<file path="src/rtl/ex3_decoder.sv">
// Multi-digit excess-3 to BCD + binary decoder. Bias is stripped at accept time,
// then an iterative reverse double-dabble (shift right, digits >= 8 minus 3) yields binary.
module ex3_decoder #(
  parameter int DIGITS = 4,
  parameter int BIN_W  = 14
) (
  input  logic                  clk,
  input  logic                  rst_n,
  input  logic                  in_valid,
  output logic                  in_ready,
  input  logic [4*DIGITS-1:0]   in_ex3,
  output logic                  out_valid,
  input  logic                  out_ready,
  output logic [4*DIGITS-1:0]   out_bcd,
  output logic [BIN_W-1:0]      out_bin,
  output logic                  out_err
);

  localparam int BCD_W = 4 * DIGITS;
  localparam int WRK_W = BCD_W + BIN_W;
  localparam int CNT_W = $clog2(BIN_W + 1);

  typedef enum logic [1:0] {IDLE, CONV, DONE} state_t;

  state_t             state;
  logic [CNT_W-1:0]   cnt;
  logic [WRK_W-1:0]   work;
  logic [WRK_W-1:0]   shifted;
  logic [WRK_W-1:0]   adj;
  logic [BCD_W-1:0]   dec_bcd;
  logic [DIGITS-1:0]  dec_bad;

  assign shifted = work >> 1;

  for (genvar i = 0; i < DIGITS; i++) begin : g_dig
    logic [3:0] nib;
    logic [3:0] wd;
    assign nib = in_ex3[4*i +: 4];
    assign dec_bad[i] = (nib < 4'h3) || (nib > 4'hC);
    assign dec_bcd[4*i +: 4] = dec_bad[i] ? 4'h0 : nib - 4'h3;
    // Correction applies after the shift, to the BCD half only.
    assign wd = shifted[BIN_W + 4*i +: 4];
    assign adj[BIN_W + 4*i +: 4] = (wd >= 4'h8) ? wd - 4'h3 : wd;
  end
  assign adj[BIN_W-1:0] = shifted[BIN_W-1:0];

  always_ff @(posedge clk) begin
    if (!rst_n) begin
      state     <= IDLE;
      cnt       <= '0;
      work      <= '0;
      in_ready  <= 1'b0;
      out_valid <= 1'b0;
      out_bcd   <= '0;
      out_bin   <= '0;
      out_err   <= 1'b0;
    end else begin
      case (state)
        IDLE: begin
          in_ready <= 1'b1;
          if (in_valid && in_ready) begin
            in_ready <= 1'b0;
            out_bcd  <= dec_bcd;
            out_bin  <= '0;
            out_err  <= |dec_bad;
            cnt      <= '0;
            if (|dec_bad) begin
              state <= DONE;
            end else begin
              state <= CONV;
              work  <= {dec_bcd, {BIN_W{1'b0}}};
            end
          end
        end
        CONV: begin
          work <= adj;
          cnt  <= cnt + 1'b1;
          if (cnt == CNT_W'(BIN_W - 1)) begin
            state     <= DONE;
            out_valid <= 1'b1;
            out_bin   <= adj[BIN_W-1:0];
            out_err   <= 1'b0;
          end
        end
        DONE: begin
          // Error path enters DONE with out_valid low; it rises one cycle later.
          if (!out_valid) begin
            out_valid <= 1'b1;
          end else if (out_ready) begin
            out_valid <= 1'b0;
            in_ready  <= 1'b1;
            cnt       <= '0;
            state     <= IDLE;
          end
        end
        default: state <= IDLE;
      endcase
    end
  end

endmodule
</file>
<file path="config.mk">
export PLATFORM = sky130hd
export DESIGN_NAME = ex3_decoder
export DESIGN_NICKNAME = d
export VERILOG_FILES = /design/src/rtl/ex3_decoder.sv
export SDC_FILE = /design/constraint.sdc
export NUM_CORES = 1
export LEC_CHECK = 0
export CORE_UTILIZATION = 23
export DETAILED_ROUTE_END_ITERATION = 10
export PLACE_DENSITY_LB_ADDON = 0.2
export SYNTH_ARGS = -nofsm -noshare
export SYNTH_HDL_FRONTEND = slang
export SYNTH_SLANG_ARGS = --single-unit
</file>
<file path="constraint.sdc">
create_clock -name clk -period 2.5 [get_ports clk]
set_clock_uncertainty 0.2 [all_clocks]
set_input_delay 0.5 -clock clk [delete_from_list [all_inputs] [get_ports clk]]
set_output_delay 0.5 -clock clk [all_outputs]
set_load 0.005 [all_outputs]
</file>
### After elaboration in Yosys (flattened, before gate mapping)

Index checks and enable logic that the tools add are counted.
Widths: inputs -> output; s select.

| word-level totals | value |
|---|---|
| bits in registers | 69 |
| bits of input ports | 20 |
| output and inout bits | 33 |
| logic and storage cells | 90 |

| operators by class | value |
|---|---|
| add/sub/neg operators | 9 |
| magnitude comparators | 12 |
| equal/unequal tests | 8 |
| multiplexer cells | 35 |
| reduce and logical (&&, ||, !) cells | 18 |

Operators by type and width:

| operator | count |
|---|---|
| $mux 30 | 2 |
| $pmux 30 s2 | 1 |
| $mux 4 | 11 |
| $mux 14 | 2 |
| $pmux 14 s2 | 1 |
| $sub 4x2->4 const B | 7 |
| $gt 4x4->1 const B | 4 |
| $lt 4x2->1 const B | 4 |
| $ge 4x4->1 const B | 3 |
| $pmux 4 s3 | 1 |
| $mux 2 | 5 |
| $ne 2x2->1 const B | 5 |
| $reduce_and 3->1 | 3 |
| $mux 1 | 8 |
| $reduce_and 4->1 | 2 |
| $pmux 1 s2 | 3 |
| $pmux 2 s3 | 1 |
| $reduce_bool 2->1 | 3 |
| $add 4x1->4 const B | 1 |
| $eq 4x4->1 const B | 1 |
| $ge 3x4->1 const B | 1 |
| $logic_or 1x1->1 | 4 |
| $reduce_and 2->1 | 2 |
| $reduce_or 4->1 | 1 |
| other kinds (6) | 6 |

### Longest topological paths before layout

| logic depth | value |
|---|---|
| depth in word-level cells | 6 |
| gate-level depth with buffers | 8 |
| mapped depth without buffers | 7 |

### Least setup slack after synthesis

No wires, ideal clock.

| path | value |
|---|---|
| path type | input-to-reg |
| start | input in_ex3[4] |
| end | register work[19] |
| library setup time | 0.085 ns |
| data arrival time | 1.777 ns |
| slack | 0.438 ns |
| cell stages on the path | 7 |
| cell sequence | ha_1 > or3_1 > o21a_1 > nand4_4 > a21oi_4 > buf_6 > o31ai_2 |

| between the ends | value |
|---|---|
| word-level cells in the longest chain between the ends | 6 |
| elaborated cells on any way between the ends | 11 |
| those cells by class | add/sub: 1; order compare: 2; eq/ne: 1; mux: 4; reduce/logical: 3 |

RTL lines:

| what | RTL line | text |
|---|---|---|
| start: declaration | 11 | `input logic [4*DIGITS-1:0] in_ex3,` |
| $lt 4x2->1 / $gt 4x4->1 (equally long branches) | 39 | `assign dec_bad[i] = (nib < 4'h3) \|\| (nib > 4'hC);` |
| $logic_or 1x1->1 | 39 |  |
| $mux 4 | 40 | `assign dec_bcd[4*i +: 4] = dec_bad[i] ? 4'h0 : nib - 4'h3;` |
| $mux 30 | 67 | `if (\|dec_bad) begin` |
| $mux 30 | 61 | `if (in_valid && in_ready) begin` |
| $pmux 30 s2 | 58 | `case (state)` |
| end signal: assignment | 71 | `work <= {dec_bcd, {BIN_W{1'b0}}};` |
| end signal: assignment | 76 | `work <= adj;` |
| end: declaration | 27 | `logic [WRK_W-1:0] work;` |

Parallel ways exist; a longest one is shown, timed or not. The select of a mux whose other input is x is not followed.
A chain may end at the register's enable or synchronous reset.

### Final worst setup path

| path | value |
|---|---|
| start | input in_ex3[13] |
| end | register work[14] |

| between the ends | value |
|---|---|
| word-level cells in the longest chain between the ends | 5 |
| elaborated cells on any way between the ends | 6 |
| those cells by class | order compare: 2; eq/ne: 1; reduce/logical: 3 |

RTL lines:

| what | RTL line |
|---|---|
| $lt 4x2->1 / $gt 4x4->1 (equally long branches) | 39 |
| $logic_or 1x1->1 (*) | 39 |
| $reduce_or 4->1 (*) | 67 |
| $ne 2x2->1 (no line) (*) | n/a |
| $reduce_and 3->1 (no line) (*) | n/a |

Mark *: on every way between the ends. The rest lies on a longest branch, timed or not.

==> results.sh <==
export IMPL_path_buf_inv=3
export IMPL_start_util_pct=23.7
export IMPL_slew_headroom_pct=58.7
export IMPL_antenna_found_initial=0
export IMPL_synth_area_um2=3470
export IMPL_clock_latency_ns=0.34
export IMPL_fin_util_pct=33.0
export IMPL_cp_common_cell="buf_4"
export IMPL_dp_hpwl_um=6770
export IMPL_finalMaxSlewViolations=0
export IMPL_cp_depth=9
export IMPL_clock_fmax_ghz=0.426
export IMPL_drt_met1_wl_um=4740
export IMPL_ys_async_sr_fraction_pct=0
export IMPL_cp_start_kind="input port"
export IMPL_crit_chain="clkdlybuf4s50_1, ha_1, nor3_1, buf_4, o21bai_4, o41ai_4, buf_4, a21oi_1, a311oi_1"
export IMPL_core_area_um2=14600
export IMPL_finalSetupViolations=0
export IMPL_synth_seq_cells=68
export IMPL_cts_sinks=68
export IMPL_grt_pass1_vias=3285
export IMPL_timing_rr_start="state[0]"
export IMPL_wl_per_cell_um=13.9
export IMPL_rr_worst_depth=5
export IMPL_finalSetupTns_ns=0
export IMPL_area_growth_pct=39.0
export IMPL_period_minus_slack_ns=2.35
export IMPL_cp_required_ns=2.54
export IMPL_port_buffers=52
export IMPL_hold_buffers=0
export IMPL_worst_slew_pin_slew_ns=0.620
export IMPL_synth_fp_nets=460
export IMPL_rows=44
export IMPL_die_h_um=125
export IMPL_wl_met2_um=4470
export IMPL_cts_htree_levels=3
export IMPL_overflow=0
export IMPL_setup_slack_ns=0.153
export IMPL_die_area_um2=15600
export IMPL_r2r_end="out_bin[12]"
export IMPL_synth_cell_types=44
export IMPL_viasPerCell=4.72
export IMPL_stdcell_area_um2=4830
export IMPL_final_period_utilization_pct=93.9
export IMPL_violations="DRC"
export IMPL_cap_violations=0
export IMPL_drt_pass1_iter_count=7
export IMPL_startpoint="in_ex3[13]"
export IMPL_wl_met3_um=307
export IMPL_peakVddDrop_uv=307
export IMPL_layout_nets=545
export IMPL_ant_nets=0
export IMPL_cp_arrival_ns=2.39
export IMPL_crit_family="buffers and inverters"
export IMPL_globalplace_congestion=0.739
export IMPL_synth_cells=424
export IMPL_root_buffer="clkbuf_16"
export IMPL_drtIter0Drc=189
export IMPL_insertedDiodeCount=0
export IMPL_ios=53
export IMPL_drive_gt1_share_pct=16.2
export IMPL_cp_slowest_cell="clkdlybuf4s50_1"
export IMPL_top_layer_used="met4"
export IMPL_cp_slowest_stage_delay_ns=0.50
export IMPL_clk_path_buf_depth=2
export IMPL_syn_avg_cell_area_um2=8.19
export IMPL_rsz0062_at_grt="no"
export IMPL_via_count=3293
export IMPL_grt_max_degree=48
export IMPL_synth_top_flop_cell="dfxtp_1"
export IMPL_grt_pass1_wl_um=16300
export IMPL_end_kind="register"
export IMPL_final_hold_violation_count=0
export IMPL_drt_wl_total_um=9700
export IMPL_criticalPathCategory="in -> reg"
export IMPL_drc=6
export IMPL_holdCritPathClass="reg -> reg"
export IMPL_tritoncts="done"
export IMPL_yosysWarnings=0
export IMPL_crit_fanout=8
export IMPL_fp_dieW_um=125
export IMPL_place_area_um2=4480
export IMPL_leakagePower_nw=1.77
export IMPL_power_density_nw_per_um2=599
export IMPL_ys_seq_area_share_pct=39.2
export IMPL_synth_edf_count=0
export IMPL_numCtsBuffers=9
export IMPL_endpoint="work[14]"
export IMPL_r2r_slack_ns=0.58
export IMPL_track_usage_pct=13.2
export IMPL_status="complete, but fails checks"
export IMPL_path_clk_slew_ns=0.05
export IMPL_post_place_ws_ns=-0.517
## logic make-up after synthesis
kind of cell,synth area share (%)
compound gates,21.1
xor+xnor,2.27
buf+inv,5.88
flops,39.2
fa+ha+maj,5.77
mux,2.60
simple gates,23.2
## cells in the final DEF (no fill, tap or decap), drive strengths merged, types with 2 or more instances in the layout
cell type      count
nor2              24
clkbuf            10
xor2               5
a211oi             8
nor3b              4
o31ai             11
bufinv             2
dfxtp             68
a311oi             2
and3               5
inv               19
nor2b              5
clkdlybuf4s50     52
a21oi             40
o21ai             28
nand2b             5
a31oi              6
ha                16
clkinv             2
xnor2              4
a31o               3
nor3               6
buf               48
nand3             41
mux2i              9
or3                3
nand4             12
o311ai             2
nand3b             2
o21a               3
nand2             60
## registers in the layout, summed over array words and instances, names as in the netlist
register and cells:
cnt 4, out_err 1, out_bin 14, in_ready 1, out_valid 1, work 29, state 2, out_bcd 16
## power breakdown
part | switching (mW) | leakage, nW | internal [mW]
clock | 0.466 | 0.148 | 0.863
combinational | 0.221 | 1.07 | 0.204
sequential | 0.0246 | 0.550 | 1.11
total | 0.711 | 1.77 | 2.18
## final cells by class
type                       count  area, um2
fill                        1563       9820
inverter                      19       71.3
clock buffer                  10        229
sequential                    68       1360
multi-input combinational    311       1930
clock inverter                 5       77.6
timing repair buffer         100        931
tap                          184        230
## worst min-delay path: cells and delay by family (launching register included)
| kind | cells | cell delay (ns) |
|---|---|---|
| simple gates | 1 | 0.05 |
| compound gates | 1 | 0.05 |
| flops | 1 | 0.30 |
## Yosys cell counts (6+ instances only)
| master | n | share of area, % |
|---|---|---|
| clkbuf_1 | 13 | 1.4 |
| nand4_1 | 11 | 2.0 |
| a211oi_1 | 8 | 1.7 |
| dfxtp_1 | 68 | 39 |
| nand2_1 | 60 | 6.5 |
| buf_2 | 10 | 1.4 |
| nand3_1 | 41 | 5.9 |
| nor2_1 | 24 | 2.6 |
| nor3_1 | 6 | 0.87 |
| o31ai_1 | 6 | 1.3 |
| inv_1 | 19 | 2.1 |
| a31oi_1 | 6 | 1.1 |
| ha_1 | 16 | 5.8 |
| a21oi_1 | 37 | 5.3 |
| mux2i_1 | 9 | 2.6 |
| o21ai_0 | 22 | 3.2 |
## per-stage QoR
step	power [mW]	hold WS [ns]	instances
2_1_floorplan	1.37	0.229	424
3_3_place_gp	1.58	0.243	680
3_5_place_dp	1.58	0.244	680
4_1_cts	2.93	0.252	696
5_1_grt	3.03	0.271	697
6_report	2.89	0.246	697
## how the worst min path moves through the flow
stage,slack [ns],cells past startpoint,start,endpoint
2_1_floorplan,0.23,2,work[28],work[28]
3_3_place_gp,0.24,2,out_bin[0],out_bin[0]
3_5_place_dp,0.24,2,out_bin[13],out_bin[13]
4_1_cts,0.25,2,out_bin[13],out_bin[13]
5_1_grt,0.27,2,out_bin[0],out_bin[0]
6_report,0.25,2,out_bin[13],out_bin[13]
## repair_timing
| item | in CTS | in global routing |
|---|---|---|
| pin swaps | 1 | 1 |
| resized for setup | 1 | 1 |
| gates cloned | 1 | 0 |
| setup endpoints to repair | 27 | 13 |
| setup buffers | 0 | 1 |
| hold endpoints to repair | 0 | 0 |
## layer usage
metal / vias to the layer above / GRT usage (%)
met5: - / 0
li1: 1670 / -
met4: 0 / 5.81
met1: 1572 / 16.9
met3: 11 / 2.23
met2: 40 / 21.7
Note: power is estimated with default switching activity, not from simulation.
